## config.mk

```make
export PLATFORM = sky130hd
export DESIGN_NAME = shift_sequencer
export DESIGN_NICKNAME = d
export VERILOG_FILES = /design/src/rtl/shift_pkg.sv /design/src/rtl/shift_step.sv /design/src/rtl/shift_sequencer.sv
export SDC_FILE = /design/constraint.sdc
export NUM_CORES = 1
export LEC_CHECK = 0
export BUFFER_PORTS_ARGS = -buffer_cell sky130_fd_sc_hd__buf_2
export CAP_MARGIN = 20
export CORE_MARGIN = 2
export CORE_UTILIZATION = 50
export DETAILED_ROUTE_END_ITERATION = 10
export HOLD_SLACK_MARGIN = 0.08
export PLACE_DENSITY_LB_ADDON = 0.05
export SETUP_SLACK_MARGIN = 0.4
export SLEW_MARGIN = 20
export SYNTH_ARGS = -nofsm -noshare
export SYNTH_HDL_FRONTEND = slang
export SYNTH_SLANG_ARGS = --single-unit
```

## constraint.sdc

```tcl
create_clock -name clk -period 2.8 [get_ports clk]
set_clock_uncertainty 0.1 [all_clocks]
set_input_delay 0 -clock clk [delete_from_list [all_inputs] [get_ports clk]]
set_output_delay 0 -clock clk [all_outputs]
set_load 0.02 [all_outputs]
```

## src/rtl/shift_pkg.sv

```systemverilog
// shift_pkg: op encodings, FSM state codes and step size shared by the shift sequencer.
package shift_pkg;
   localparam logic [1:0] OP_SLL  = 2'b00;
   localparam logic [1:0] OP_SRL  = 2'b01;
   localparam logic [1:0] OP_SRA  = 2'b10;
   localparam logic [1:0] OP_ROTR = 2'b11;
   localparam logic [1:0] ST_IDLE  = 2'd0;
   localparam logic [1:0] ST_SHIFT = 2'd1;
   localparam logic [1:0] ST_DONE  = 2'd2;
   localparam int COARSE_STEP = 4;
endpackage

```

## src/rtl/shift_step.sv

```systemverilog
// shift_step: one combinational shift step of 1 or COARSE_STEP bits for SLL/SRL/SRA/ROTR.
module shift_step
   import shift_pkg::*;
#(
   parameter int W = 32
) (
   input  logic [W-1:0] data,
   input  logic [1:0]   op,
   input  logic         coarse_sel,
   output logic [W-1:0] shifted
);
   localparam int K = COARSE_STEP;
   logic [W-1:0] by1, byk;
   // SRA fills from the current MSB; the sign never changes across steps
   always_comb begin
      by1 = op == OP_SLL ? {data[W-2:0], 1'b0}
          : op == OP_SRL ? {1'b0, data[W-1:1]}
          : op == OP_SRA ? {data[W-1], data[W-1:1]}
          :                {data[0], data[W-1:1]};
      byk = op == OP_SLL ? {data[W-K-1:0], {K{1'b0}}}
          : op == OP_SRL ? {{K{1'b0}}, data[W-1:K]}
          : op == OP_SRA ? {{K{data[W-1]}}, data[W-1:K]}
          :                {data[K-1:0], data[W-1:K]};
      shifted = coarse_sel ? byk : by1;
   end
endmodule

```

## src/rtl/shift_sequencer.sv

```systemverilog
// shift_sequencer: multi-cycle SLL/SRL/SRA/ROTR unit stepping coarse then fine, with start/busy/done handshake.
module shift_sequencer
   import shift_pkg::*;
#(
   parameter int DATA_WIDTH    = 32,
   parameter int ENABLE_COARSE = 1
) (
   input  logic                  clk,
   input  logic                  reset_n,
   input  logic                  start,
   input  logic [1:0]            op,
   input  logic [DATA_WIDTH-1:0] data_in,
   input  logic [4:0]            shamt,
   output logic                  busy,
   output logic                  done,
   output logic [DATA_WIDTH-1:0] result
);
   logic [1:0]            state_q, state_d, op_q, op_d;
   logic [4:0]            cnt_q, cnt_d, dec;
   logic [DATA_WIDTH-1:0] data_q, data_d, result_q, result_d, step_data;
   logic                  coarse;

   assign coarse = (ENABLE_COARSE != 0) && (cnt_q >= 5'(COARSE_STEP));
   assign dec    = coarse ? 5'(COARSE_STEP) : 5'd1;

   shift_step #(.W(DATA_WIDTH)) u_step (
      .data       (data_q),
      .op         (op_q),
      .coarse_sel (coarse),
      .shifted    (step_data)
   );

   // result is loaded only on the transition into DONE, since DONE always exits to IDLE
   always_comb begin
      state_d = state_q;
      data_d  = data_q;
      cnt_d   = cnt_q;
      op_d    = op_q;
      if (state_q == ST_IDLE && start) begin
         data_d  = data_in;
         cnt_d   = shamt;
         op_d    = op;
         state_d = shamt == 5'd0 ? ST_DONE : ST_SHIFT;
      end else if (state_q == ST_SHIFT) begin
         data_d  = step_data;
         cnt_d   = cnt_q - dec;
         state_d = cnt_d == 5'd0 ? ST_DONE : ST_SHIFT;
      end else if (state_q == ST_DONE) begin
         state_d = ST_IDLE;
      end
      result_d = state_d == ST_DONE ? data_d : result_q;
   end

   always_ff @(posedge clk or negedge reset_n) begin
      if (!reset_n) begin
         state_q  <= ST_IDLE;
         data_q   <= '0;
         cnt_q    <= '0;
         op_q     <= OP_SLL;
         result_q <= '0;
      end else begin
         state_q  <= state_d;
         data_q   <= data_d;
         cnt_q    <= cnt_d;
         op_q     <= op_d;
         result_q <= result_d;
      end
   end

   assign busy   = state_q != ST_IDLE;
   assign done   = state_q == ST_DONE;
   assign result = result_q;
endmodule

```

# Word level (Yosys, flattened, before mapping)
# Cells that the tools add are included.
dict set report classes {
  n_addsub 1
  n_lt_le_gt_ge 1
  n_reduce_logical 7
  n_eq_ne 5
  muxes 17
}
# cell count
set ops {}
lappend ops {{32-bit 2-to-1 mux} 9}
lappend ops {{5-bit zero test} 2}
lappend ops {{2-bit 2-to-1 mux} 5}
lappend ops {{5-bit 2-to-1 mux} 2}
lappend ops {{2-bit equality test (second input constant)} 3}
lappend ops {{5-bit by 3-bit >= comparator with 1-bit output (second input constant)} 1}
lappend ops {{5-bit by 3-bit subtractor with 5-bit output} 1}
lappend ops {{2-bit by 1-bit equality test with 1-bit output (second input constant)} 2}
lappend ops {{2-bit zero test} 2}
lappend ops {{2-bit nonzero test} 2}
lappend ops {{3-bit 2-to-1 mux} 1}
lappend ops {{1-bit logical AND} 1}
dict set report word_totals {
  regBits 73
}

# Depth between registers and ports, before layout
dict set report depth {
  depth_word 8
  depth_mapped 12
  depth_no_buf 8
}

# Cells and area by module
# From an unflattened synthesis, not the netlist that was laid out.
dict set report hier_totals {
  hier_cells 330
  hier_area_um2 4082.7
}
# mod cells_each seq_area_each_um2 area_per_inst_um2 n_inst
set by_module_without_submodules {}
lappend by_module_without_submodules {shift_sequencer 264 1826.8 3209.3 1}
lappend by_module_without_submodules {shift_step 66 0.0 873.3 1}

# Worst setup path before layout
# No wires, ideal clock.
dict set report synth_path {
  path_type {flip-flop to flip-flop}
  startpoint {register cnt_q[3]}
  endpoint {register result_q[0], in the netlist result[0]}
  period_less_slack_ns 3.038
  setup_ns 0.125
  arrival_time_ns 2.812
  stages_incl_launch_ff 13
  path_slack_ns -0.238
  cell_sequence {dfrtp_1 -> or3_1 -> buf_6 -> inv_2 -> buf_6 -> buf_4 -> ha_1 -> nor2b_1 -> nand2b_1 -> a2111oi_4 -> a21oi_4 -> buf_6 -> mux2_4}
}
dict set report synth_between {
  elab_chain_cells 8
  word_cells_on_any_way 11
}
# item line
set synth_rtl {}
lappend synth_rtl {{start: declaration} shift_sequencer.sv:19} ;# logic [4:0] cnt_q, cnt_d, dec;
lappend synth_rtl {{start signal: assignment} shift_sequencer.sv:64} ;# cnt_q <= cnt_d;
lappend synth_rtl {{5-bit by 3-bit >= comparator with 1-bit output} shift_sequencer.sv:23} ;# assign coarse = (ENABLE_COARSE != 0) && (cnt_q >= 5'(COARSE_STEP));
lappend synth_rtl {{3-bit 2-to-1 mux} shift_sequencer.sv:24} ;# assign dec = coarse ? 5'(COARSE_STEP) : 5'd1;
lappend synth_rtl {{5-bit by 3-bit subtractor with 5-bit output} shift_sequencer.sv:46} ;# cnt_d = cnt_q - dec;
lappend synth_rtl {{5-bit zero test} shift_sequencer.sv:47} ;# state_d = cnt_d == 5'd0 ? ST_DONE : ST_SHIFT;
lappend synth_rtl {{2-bit 2-to-1 mux} shift_sequencer.sv:47}
lappend synth_rtl {{2-bit 2-to-1 mux} shift_sequencer.sv:44} ;# end else if (state_q == ST_SHIFT) begin
lappend synth_rtl {{2-bit 2-to-1 mux} shift_sequencer.sv:39} ;# if (state_q == ST_IDLE && start) begin
lappend synth_rtl {{2-bit equality test} shift_sequencer.sv:51} ;# result_d = state_d == ST_DONE ? data_d : result_q;
lappend synth_rtl {{end signal: assignment} shift_sequencer.sv:66} ;# result_q <= result_d;
lappend synth_rtl {{end: declaration} shift_sequencer.sv:20} ;# logic [DATA_WIDTH-1:0] data_q, data_d, result_q, result_d, step_data;
# Parallel ways exist; a longest one is shown, timed or not.
# A chain may end at the register's enable or synchronous reset.

# Worst setup path in the final report
dict set report layout_path {
  startpoint {register cnt_q[2]}
  endpoint {register result_q[21], in the netlist result[21]}
}
# Same word-level chain as after synthesis.

==> flow_summary.toml <==
[run_status]
outcome = "completed"

[clocking]
clk_latency_ns = 0.35
cts_made_buffers = 9
clock_path_buffers = 2
cts-htree-levels = 3
clkSinkCount = 73
clk_pin_slew_ns = 0.08
root_buffer = "clkbuf_8"
cts_tree = "built"

[place]
placed_cells = 626
dpl-instance-area_sq_um = 4880
portBuffers = 75
place_congestion = 0.885
dpl.hpwl_um = 7550

[critical_path]
critPathCaptureType = "flop"
path_class = "reg2reg"
r2r_start = "cnt_q[2]"
cp-start-kind = "flop"
critPathMaxFanout = 19
r2r-end = "result[21]"
r2r_slack_ns = 0.15
cp_top_family = "simple AND/OR/NAND/NOR gates"
worstPathCellList = "or3_4, nor2_1, ha_2, nor2b_4, nand2b_1, a2111oi_4, a21oi_4, buf_12, mux2_4"
cp_slowest_cell = "or3_4"
crit_path_max_incr_delay_ns = 0.42
path_buf_inv = 1
required_ns = 2.94
ff2ff_path_depth = 9
cp.arrival_ns = 2.79

[power_and_ir_drop]
intPower_mw = 4.02
peakVddDrop_mv = 0.632
leakagePower_nw = 2.56
switching_share_pct = 44.3
powerDensity_nw_per_um2 = 1310
power_mw = 7.22
seqPwrFrac_pct = 28.2
power.switching_mw = 3.19
p_clk_share_pct = 13.3
comb_power_share_pct = 58.4

[cells_and_area]
drive_gt1_share_pct = 28.2
antenna_cells = 0
fin_area_sq_um = 5530
nFillCells = 715
fin_util_pct = 64.3
stdcell_count = 683
area_growth_pct = 26.3
nNetsFinal = 614

[routing]
routedWlPerCell_um = 17.7
wirelength_um = 12100
drtPass1Iterations = 5
num_vias = 4036
drt.antenna.violating_nets = 0
vias_per_cell = 5.91
drc = 0
drtIter0Drc = 303

[grt]
grt-ovfl-total = 0
grt_pass1_wl_um = 20000
grt_use_total_pct = 25.8
grt_antenna_before_repair = 0
grt_max_degree = 74
first_global_vias = 3856

[synth]
yosys.area.top_type_share_pct = 41.7
ys_ff_latch = 73
synthAdderAreaFrac_pct = 0.572
yosys_warnings = 0
synth_most_common_cell = "nand2_1"
yosysSeqAreaShare_pct = 41.7
yosysUniqueCellTypes = 36
synth_top_family_by_area = "compound AO/OA/AOI/OAI gates"
synth_ff_type = "dfrtp_1"
avgSynthCellArea_sq_um = 9.35
netlist_top_cells_count = "78 x nand2_1, 73 x dfrtp_1, 59 x a21oi_1"
synthesis.nets = 512
yosys.area_share.xor_xnor_pct = 0.372
synth_area_sq_um = 4380
synth_top_area_cell = "dfrtp_1"
async_reset_ff_share_pct = 100
synth_edf_count = 0
syn_inst = 468
synth_compound_area_share_pct = 22.0
synth_area_leaders = "dfrtp_1 42%, mux2_4 10%, a21oi_1 6.7%, nand2_1 6.7%, a221o_1 6.2%"
muxShareOfSynthArea_pct = 11.0
yosys.area_share.simple_pct = 19.5

[die]
die_h_um = 97.6
dieArea_sq_um = 9520
start_util_pct = 50.9
pin_count = 76
coreArea_sq_um = 8590
rows = 34
fp.dieW_um = 97.6

[hold_path]
min_from = "start"
min_path_type = "in2reg"
hold_end = "state_q[1]"
hold-path-cell-count = 4

[timing]
period_minus_slack_ns = 2.65
period_share_pct = 94.5
rsz0062_at_grt = "true"
maxSlewHeadroom_pct = 37.5
finalHoldViolCount = 0
max_freq_ghz = 0.378
setup_viol = 0
tightest_slew_ns = 0.938
finalMaxSlewViolations = 0

[job]
max_cap_violations = 0
-- worst min-delay path, cell delays in order --
cell and delay (ns):
buf_2 0.11, nor2b_2 0.16, nand2b_1 0.15, o21ai_0 0.10
-- cell usage in the layout, fill, tap and decap left out, types with 2 or more instances in the layout --
cell and n:
o21ai_0 13, inv_1 2, a21oi_1 59, mux2_4 30, nor2_1 28, bufinv_16 2, or2_2 2, and3_1 3
mux2_2 2, a31o_2 7, dfrtp_1 73, nor2b_1 35, nor3_1 4, nand2b_1 3, buf_4 13, nand3_1 18
or3_1 3, a221o_1 27, nor2b_2 2, dlygate4sd3_1 40, o221ai_1 2, nand2_1 78, a32oi_1 20, buf_2 74
buf_12 3, clkbuf_8 10
-- stage by stage --
step	hold slack, ns	setup WS (ns)	TNS, ns
after floorplan	-0.396	-0.0462	-1.39
after global routing	0.170	0.0726	0
after detailed placement	0.0925	0.0948	0
after global placement	0.0892	0.150	0
after CTS	0.101	0.129	0
final	0.116	0.154	0
-- per-layer routing --
metal | track usage, % | routed length, um | vias up
met1 | 36.1 | 5420 | 1994
met2 | 42.5 | 5920 | 134
met5 | 0 | 0 | -
li1 | - | - | 1898
met3 | 3.02 | 603 | 10
met4 | 7.26 | 123 | 0
-- final cells by class --
| type | count | area, sq um | area share [%] |
|---|---|---|---|
| tap | 108 | 135 | 2.45 |
| sequential | 73 | 1830 | 33.1 |
| clock inverter | 6 | 90.1 | 1.63 |
| timing repair buffer | 130 | 928 | 16.8 |
| clock buffer | 10 | 138 | 2.49 |
| inverter | 3 | 13.8 | 0.249 |
| multi-input combinational | 353 | 2390 | 43.3 |
-- timing repair --
action                                 4_1_cts  5_1_grt
pin swaps                                    1        1
setup endpoints to repair                   32       32
endpoints found under the hold margin      134        0
hold buffers                                40        0
setup buffers                                1        0
gates resized for setup                      1        2
-- cell families after synthesis --
logic type | after synthesis
muxes | 33
AOI/OAI and AO/OA | 134
adders and majority gates | 2
buffers and inverters | 42
DFF | 73
xor gates and xnor gates | 1
and+or+nand+nor | 183
-- how the worst max path moves through the flow --
stage	from	to	slack (ns)	cells past startpoint
floorplan	cnt_q[2]	result[0]	-0.05	12
global placement	cnt_q[2]	result[12]	0.15	9
detailed placement	cnt_q[2]	result[14]	0.09	9
CTS	cnt_q[2]	result[14]	0.13	9
global route	cnt_q[2]	result[18]	0.07	9
finish	cnt_q[2]	result[21]	0.15	9
-- flip-flops by register name, indices dropped and copies added, names as in the netlist --
signal / count
state_q: 2
cnt_q: 5
op_q: 2
result: 32
data_q: 32
-- power by group through the flow --
stage                     logic, mW  registers, mW  clock network [mW]
final                          4.22           2.04               0.963
after global routing           4.61           2.11                1.02
after CTS                      4.18           2.03               0.978
after detailed placement       4.09           2.04                   0
after global placement         4.03           2.03                   0
after floorplan                2.97           2.14                   0
No activity file was read; power rests on OpenSTA's default activity.
